<file path="config.mk">
export PLATFORM = sky130hd
export DESIGN_NAME = execute_muldiv_seq
export DESIGN_NICKNAME = d
export VERILOG_FILES = /design/src/rtl/execute_muldiv_pkg.sv /design/src/rtl/execute_muldiv_step.sv /design/src/rtl/execute_muldiv_seq.sv
export SDC_FILE = /design/constraint.sdc
export NUM_CORES = 1
export LEC_CHECK = 0
export BUFFER_PORTS_ARGS = -buffer_cell sky130_fd_sc_hd__buf_4
export CAP_MARGIN = 15
export CORE_MARGIN = 8
export CORE_UTILIZATION = 64
export DETAILED_ROUTE_END_ITERATION = 8
export PLACE_DENSITY = 0.94
export SYNTH_ARGS = -nofsm -noshare
export SYNTH_HDL_FRONTEND = slang
export SYNTH_HIERARCHICAL = 1
export SYNTH_SLANG_ARGS = --single-unit
</file>
<file path="constraint.sdc">
create_clock -name clk -period 9.1 [get_ports clk]
set_clock_uncertainty 0.2 [all_clocks]
set_input_delay 0.91 -clock clk [delete_from_list [all_inputs] [get_ports clk]]
set_output_delay 0.91 -clock clk [all_outputs]
set_load 0.02 [all_outputs]
</file>
<file path="src/rtl/execute_muldiv_pkg.sv">
// Shared instruction definitions for the execute-stage multi-cycle mul/div unit.
package execute_muldiv_pkg;

  localparam int unsigned LEN_REG     = 16;
  localparam int unsigned LEN_OPECODE = 7;
  localparam int unsigned ACC_W       = LEN_REG + 1;
  localparam int unsigned CNT_W       = $clog2(LEN_REG);

  localparam logic [LEN_OPECODE-1:0] OPC_MUL = 7'b000_0010;
  localparam logic [LEN_OPECODE-1:0] OPC_DIV = 7'b000_0011;

  typedef enum logic [1:0] {
    ST_IDLE = 2'd0,
    ST_RUN  = 2'd1,
    ST_DONE = 2'd2
  } state_t;

endpackage

</file>
<file path="src/rtl/execute_muldiv_step.sv">
// One iteration of the shared shift-add multiply / restoring divide datapath.
module execute_muldiv_step
  import execute_muldiv_pkg::*;
(
  input  logic               is_div,
  input  logic [ACC_W-1:0]   acc,
  input  logic [LEN_REG-1:0] sreg,
  input  logic [LEN_REG-1:0] operand,
  output logic [ACC_W-1:0]   acc_next_c,
  output logic [LEN_REG-1:0] sreg_next_c,
  output logic               res_bit_c
);

  logic [ACC_W-1:0] sum;
  logic [ACC_W-1:0] shifted;
  logic [ACC_W:0]   diff;

  always_comb begin
    sum         = acc + ACC_W'(sreg[0] ? operand : '0);
    shifted     = {acc[LEN_REG-1:0], sreg[LEN_REG-1]};
    // Extra top bit of diff is the borrow of the trial subtraction
    diff        = {1'b0, shifted} - (ACC_W+1)'(operand);
    acc_next_c  = '0;
    sreg_next_c = '0;
    res_bit_c   = 1'b0;
    if (is_div) begin
      res_bit_c   = ~diff[ACC_W];
      acc_next_c  = res_bit_c ? diff[ACC_W-1:0] : shifted;
      sreg_next_c = {sreg[LEN_REG-2:0], res_bit_c};
    end else begin
      res_bit_c   = sum[0];
      acc_next_c  = sum >> 1;
      sreg_next_c = {sum[0], sreg[LEN_REG-1:1]};
    end
  end

endmodule

</file>
<file path="src/rtl/execute_muldiv_seq.sv">
// Multi-cycle mul/div sequencer for the execute stage; raises busy while iterating.
module execute_muldiv_seq
  import execute_muldiv_pkg::*;
(
  input  logic                   clk,
  input  logic                   rst,
  input  logic                   start,
  input  logic [LEN_OPECODE-1:0] opecode,
  input  logic [LEN_REG-1:0]     data_rd,
  input  logic [LEN_REG-1:0]     data_rs,
  output logic                   busy,
  output logic                   done,
  output logic [LEN_REG-1:0]     data_o,
  output logic [LEN_REG-1:0]     data_hi,
  output logic                   div_zero
);

  state_t             state_q, state_d;
  logic [CNT_W-1:0]   cnt_q, cnt_d;
  logic               op_div_q, op_div_d;
  logic               dz_q, dz_d;
  logic [ACC_W-1:0]   acc_q, acc_d;
  logic [LEN_REG-1:0] sreg_q, sreg_d;
  logic [LEN_REG-1:0] opnd_q, opnd_d;
  logic               busy_d, done_d, div_zero_d;
  logic [LEN_REG-1:0] data_o_d, data_hi_d;

  logic               accept_c;
  logic [ACC_W-1:0]   acc_step_c;
  logic [LEN_REG-1:0] sreg_step_c;
  logic               qbit_c;

  assign accept_c = start && ((opecode == OPC_MUL) || (opecode == OPC_DIV));

  execute_muldiv_step u_step (
    .is_div      (op_div_q),
    .acc         (acc_q),
    .sreg        (sreg_q),
    .operand     (opnd_q),
    .acc_next_c  (acc_step_c),
    .sreg_next_c (sreg_step_c),
    .res_bit_c   (qbit_c)
  );

  // Next-state, datapath and result logic
  always_comb begin
    state_d    = state_q;
    cnt_d      = cnt_q;
    op_div_d   = op_div_q;
    dz_d       = dz_q;
    acc_d      = acc_q;
    sreg_d     = sreg_q;
    opnd_d     = opnd_q;
    data_o_d   = data_o;
    data_hi_d  = data_hi;
    div_zero_d = div_zero;

    case (state_q)
      ST_IDLE, ST_DONE: begin
        if (state_q == ST_DONE) state_d = ST_IDLE;
        if (accept_c) begin
          state_d  = ST_RUN;
          cnt_d    = '0;
          acc_d    = '0;
          op_div_d = (opecode == OPC_DIV);
          dz_d     = (opecode == OPC_DIV) && (data_rs == '0);
          sreg_d   = data_rd;
          opnd_d   = data_rs;
        end
      end
      ST_RUN: begin
        acc_d  = acc_step_c;
        sreg_d = sreg_step_c;
        cnt_d  = cnt_q + CNT_W'(1);
        if (cnt_q == CNT_W'(LEN_REG - 1)) begin
          state_d   = ST_DONE;
          // With a zero divisor the remainder path has shifted in the whole dividend
          data_hi_d = acc_step_c[LEN_REG-1:0];
          if (op_div_q) begin
            data_o_d   = dz_q ? '1 : {sreg_q[LEN_REG-2:0], qbit_c};
            div_zero_d = dz_q;
          end else begin
            data_o_d   = sreg_step_c;
            div_zero_d = 1'b0;
          end
        end
      end
      default: state_d = ST_IDLE;
    endcase

    busy_d = (state_d == ST_RUN);
    done_d = (state_d == ST_DONE);
  end

  // State and registered outputs
  always_ff @(posedge clk) begin
    if (rst) begin
      state_q  <= ST_IDLE;
      cnt_q    <= '0;
      op_div_q <= 1'b0;
      dz_q     <= 1'b0;
      acc_q    <= '0;
      sreg_q   <= '0;
      opnd_q   <= '0;
      busy     <= 1'b0;
      done     <= 1'b0;
      data_o   <= '0;
      data_hi  <= '0;
      div_zero <= 1'b0;
    end else begin
      state_q  <= state_d;
      cnt_q    <= cnt_d;
      op_div_q <= op_div_d;
      dz_q     <= dz_d;
      acc_q    <= acc_d;
      sreg_q   <= sreg_d;
      opnd_q   <= opnd_d;
      busy     <= busy_d;
      done     <= done_d;
      data_o   <= data_o_d;
      data_hi  <= data_hi_d;
      div_zero <= div_zero_d;
    end
  end

endmodule

</file>
==> run metrics <==
Non-Filler Instances 931; Max-Cap Viols 0; worst r2r src sreg_q[0]$_SDFFE_PP0P_; Worst Path Max Fanout 19; WL final 18.2 mm; synth-to-layout area growth 11.4%; area of the multi-input gates 0.00398 mm2; #FFs+latches synth 92; Worst IR Drop VDD 0.0869 mV; distinct cell type count after synthesis 61; clock slew at reported path FFs 0.10 ns; Fillers 745; total placed cells including tap cells 915; H-tree depth 3; TritonCTS clock tree built; Via density 6.56; fmax 268 MHz; via count of the first global-routing pass 6,062; post-cts sizing count 0; worst endpoint required time 9.19 ns; Seq/Total Area, Yosys 29.6%; DRT iter0 DRCs 695; final setup TNS 0 ns; # IOs 77; Synth Area per Inst 8.19 um2; via count 6,112; total CTS buffers 9; core area 0.00959 mm2; Crit path max-delay family compound AO/OA/AOI/OAI gates; Detailed Routing Iterations Pass 1 5; RSZ-0062 raised after global routing false; Worst Setup End Kind flop; fin crit share 40.9%; worst-margin pin slew 1.11 ns; WHS Endpoint data_o[15]$_SDFFE_PP0P_; Setup Fix Bufs, Post-CTS 0; pwr dens 113 mW/mm2; CTS Sinks 92; status completed; largest net degree at the start of global routing 94; final instance area 0.00693 mm2; endpoints failing setup 0; clock tree buffer depth 2; static leakage 2.65 nW; synthesized area 0.00622 mm2; DR WL/cell 19.5 um; CP Launch Type flop; CP bufs+invs 0; Worst slew margin 25.4%; Final GP Congestion 0.938; Port Buf Inserts 76; worst min-delay path category flop to flop; critical path cell sequence and2_1 -> ha_1 -> fa_1 -> a211oi_1 -> o21ai_0 -> a211oi_1 -> a211o_1 -> o21ai_0 -> xor2_1 -> nor2_1 -> a31oi_1 -> nand3_1 -> a21oi_1; beginning of the worst hold path data_o[15]$_SDFFE_PP0P_; layout net count 871; FF-to-FF setup slack 5.38 ns; Die Height 115 um; post-route ant nets 0; Row Count 36; R2R depth 13; Post-Syn Nets 837; Reg-to-Reg End data_hi[15]$_SDFFE_PP0P_; max-slew violation total from the final report 0; async set-reset flop share out of synthesis 0%; half-perimeter wire length after placement 12.5 mm; Power, Total 783 uW; synthesized instance count 760; critical path's slowest cell dfxtp_1; Hold Buf Count CTS 0; ANT cells 0; grt ovf 0; PnR worst setup slack 5.38 ns; register area 0.00184 mm2; worst slack, placed 5.51 ns; endpoints failing hold 0; crit-path max cell delay 0.54 ns; minimum clock period 3.72 ns; Post-synth EDFFs 0; GRT Resource Usage Total 27.6%; Total Die Area 0.0131 mm2; Initial Util 64.9%; layout cells sized above 1 22.9%; ys flop type dfxtp_1; Setup CP Type flop to flop; yosys warns 6; Post-Place Cell Area 0.00670 mm2; first-pass GRT wire length 29.5 mm; CP Data Arrival Time 3.82 ns; Worst Hold Depth 2; Die X 115 um; initial antenna violation count 0; Clock Latency Late Sink 0.36 ns; CTS Root Cell clkbuf_8; DRC Markers 0
-- power breakdown --
group / switching, mW / total (mW) / internal [mW]
combinational: 0.0338 / 0.0568 / 0.0229
sequential: 0.00184 / 0.406 / 0.404
clock: 0.163 / 0.321 / 0.157
-- kinds of logic after synthesis --
logic type,Yosys count,synth area share [%]
mux,25,4.30
fa+ha+maj,35,7.28
compound gates,272,29.4
flops,92,29.6
buf+inv,84,6.65
simple gates,228,19.4
xor+xnor,24,3.38
-- per-stage QoR --
| step | hold slack, ns | util, % |
|---|---|---|
| global placement | 0.263 | 69.8 |
| CTS | 0.281 | 72.1 |
| finish | 0.279 | 72.2 |
| detailed placement | 0.267 | 69.8 |
| floorplan | 0.254 | - |
| global route | 0.291 | 72.2 |
-- worst reg2reg max path, delay by kind of cell (launching register included) --
family / cells / cell delay (ns)
DFF: 1 / 0.54
AOI/OAI and AO/OA: 7 / 1.72
and+or+nand+nor: 3 / 0.43
xor gates and xnor gates: 1 / 0.15
adders and majority gates: 2 / 0.63
-- per-layer routing --
| metal | global-route usage, % | vias to the layer above | wire length (um) |
|---|---|---|---|
| li1 | - | 2838 | - |
| met1 | 32.4 | 2913 | 7070 |
| met2 | 47.7 | 294 | 9080 |
| met3 | 4.91 | 67 | 1310 |
| met4 | 13.0 | 0 | 727 |
| met5 | 0 | - | 0 |
-- state kept, by name, indices dropped and copies added, names as in the netlist, 2 cells and up --
register  cells
acc_q        17
state_q       2
cnt_q         4
opnd_q       16
data_hi      16
data_o       16
sreg_q       16
-- cells in the final DEF, fill, tap and decap left out, drive strengths merged, types with 7 or more instances in the layout --
| cell type | instances |
|---|---|
| a21oi | 103 |
| dfxtp | 92 |
| buf | 84 |
| o21ai | 75 |
| nor2 | 55 |
| nand3 | 45 |
| nand2 | 35 |
| ha | 33 |
| inv | 26 |
| nor3 | 23 |
| o211ai | 22 |
| xnor2 | 21 |
| and2 | 18 |
| or2 | 18 |
| o2111ai | 16 |
| mux2 | 14 |
| a2111oi | 13 |
| mux2i | 11 |
| clkbuf | 9 |
| a21o | 9 |
| or3 | 8 |
| nand2b | 7 |
-- how the worst max path moves through the flow --
stage	from	to	slack, ns	cells after the start
4_1_cts	sreg_q[0]$_SDFFE_PP0P_	data_hi[15]$_SDFFE_PP0P_	5.51	13
2_1_floorplan	sreg_q[0]$_SDFFE_PP0P_	data_hi[15]$_SDFFE_PP0P_	6.07	14
6_report	sreg_q[0]$_SDFFE_PP0P_	data_hi[15]$_SDFFE_PP0P_	5.38	13
3_3_place_gp	sreg_q[0]$_SDFFE_PP0P_	data_hi[15]$_SDFFE_PP0P_	5.56	13
3_5_place_dp	opecode[3]	sreg_q[2]$_SDFFE_PP0P_	5.51	4
5_1_grt	sreg_q[0]$_SDFFE_PP0P_	acc_q[15]$_SDFFE_PP0P_	5.27	13
-- cell usage after synthesis, types with 4 or more instances --
cell type  instances  area share, %
a2111oi_0          5           0.70
a2111oi_2          8            1.9
a211o_1            4           0.56
a211oi_1           4           0.48
a21o_1             9            1.1
a21oi_1          103            8.3
a31oi_1            4           0.40
and2_1            18            1.8
buf_2             16            1.3
buf_4              4           0.48
buf_6              7            1.3
clkbuf_1          32            1.9
dfxtp_1           92             30
ha_1              33            6.6
inv_1             23            1.4
mux2_2            14            2.5
mux2i_1           11            1.8
nand2_1           35            2.1
nand2b_1           7           0.70
nand3_1           45            3.6
nor2_1            54            3.3
nor2b_1            4           0.40
nor3_1            14            1.1
nor3_2             9            1.4
nor4_1             4           0.40
o2111ai_1         16            2.3
o211ai_1           4           0.48
o211ai_2          18            3.6
o21a_1             4           0.48
o21ai_0           69            5.5
or2_2             17            1.7
or3_1              7           0.70
xnor2_1           21            3.0
-- area by class of cell --
class                           instances  share of cell area, %
Sequential cell                        92                   26.6
Tap cell                              133                   2.40
Clock inverter                          6                   1.39
Timing Repair Buffer                   84                   9.21
Clock buffer                            9                   1.79
Inverter                               23                   1.25
Multi-Input combinational cell        584                   57.4
No activity file was read; power rests on OpenSTA's default activity.
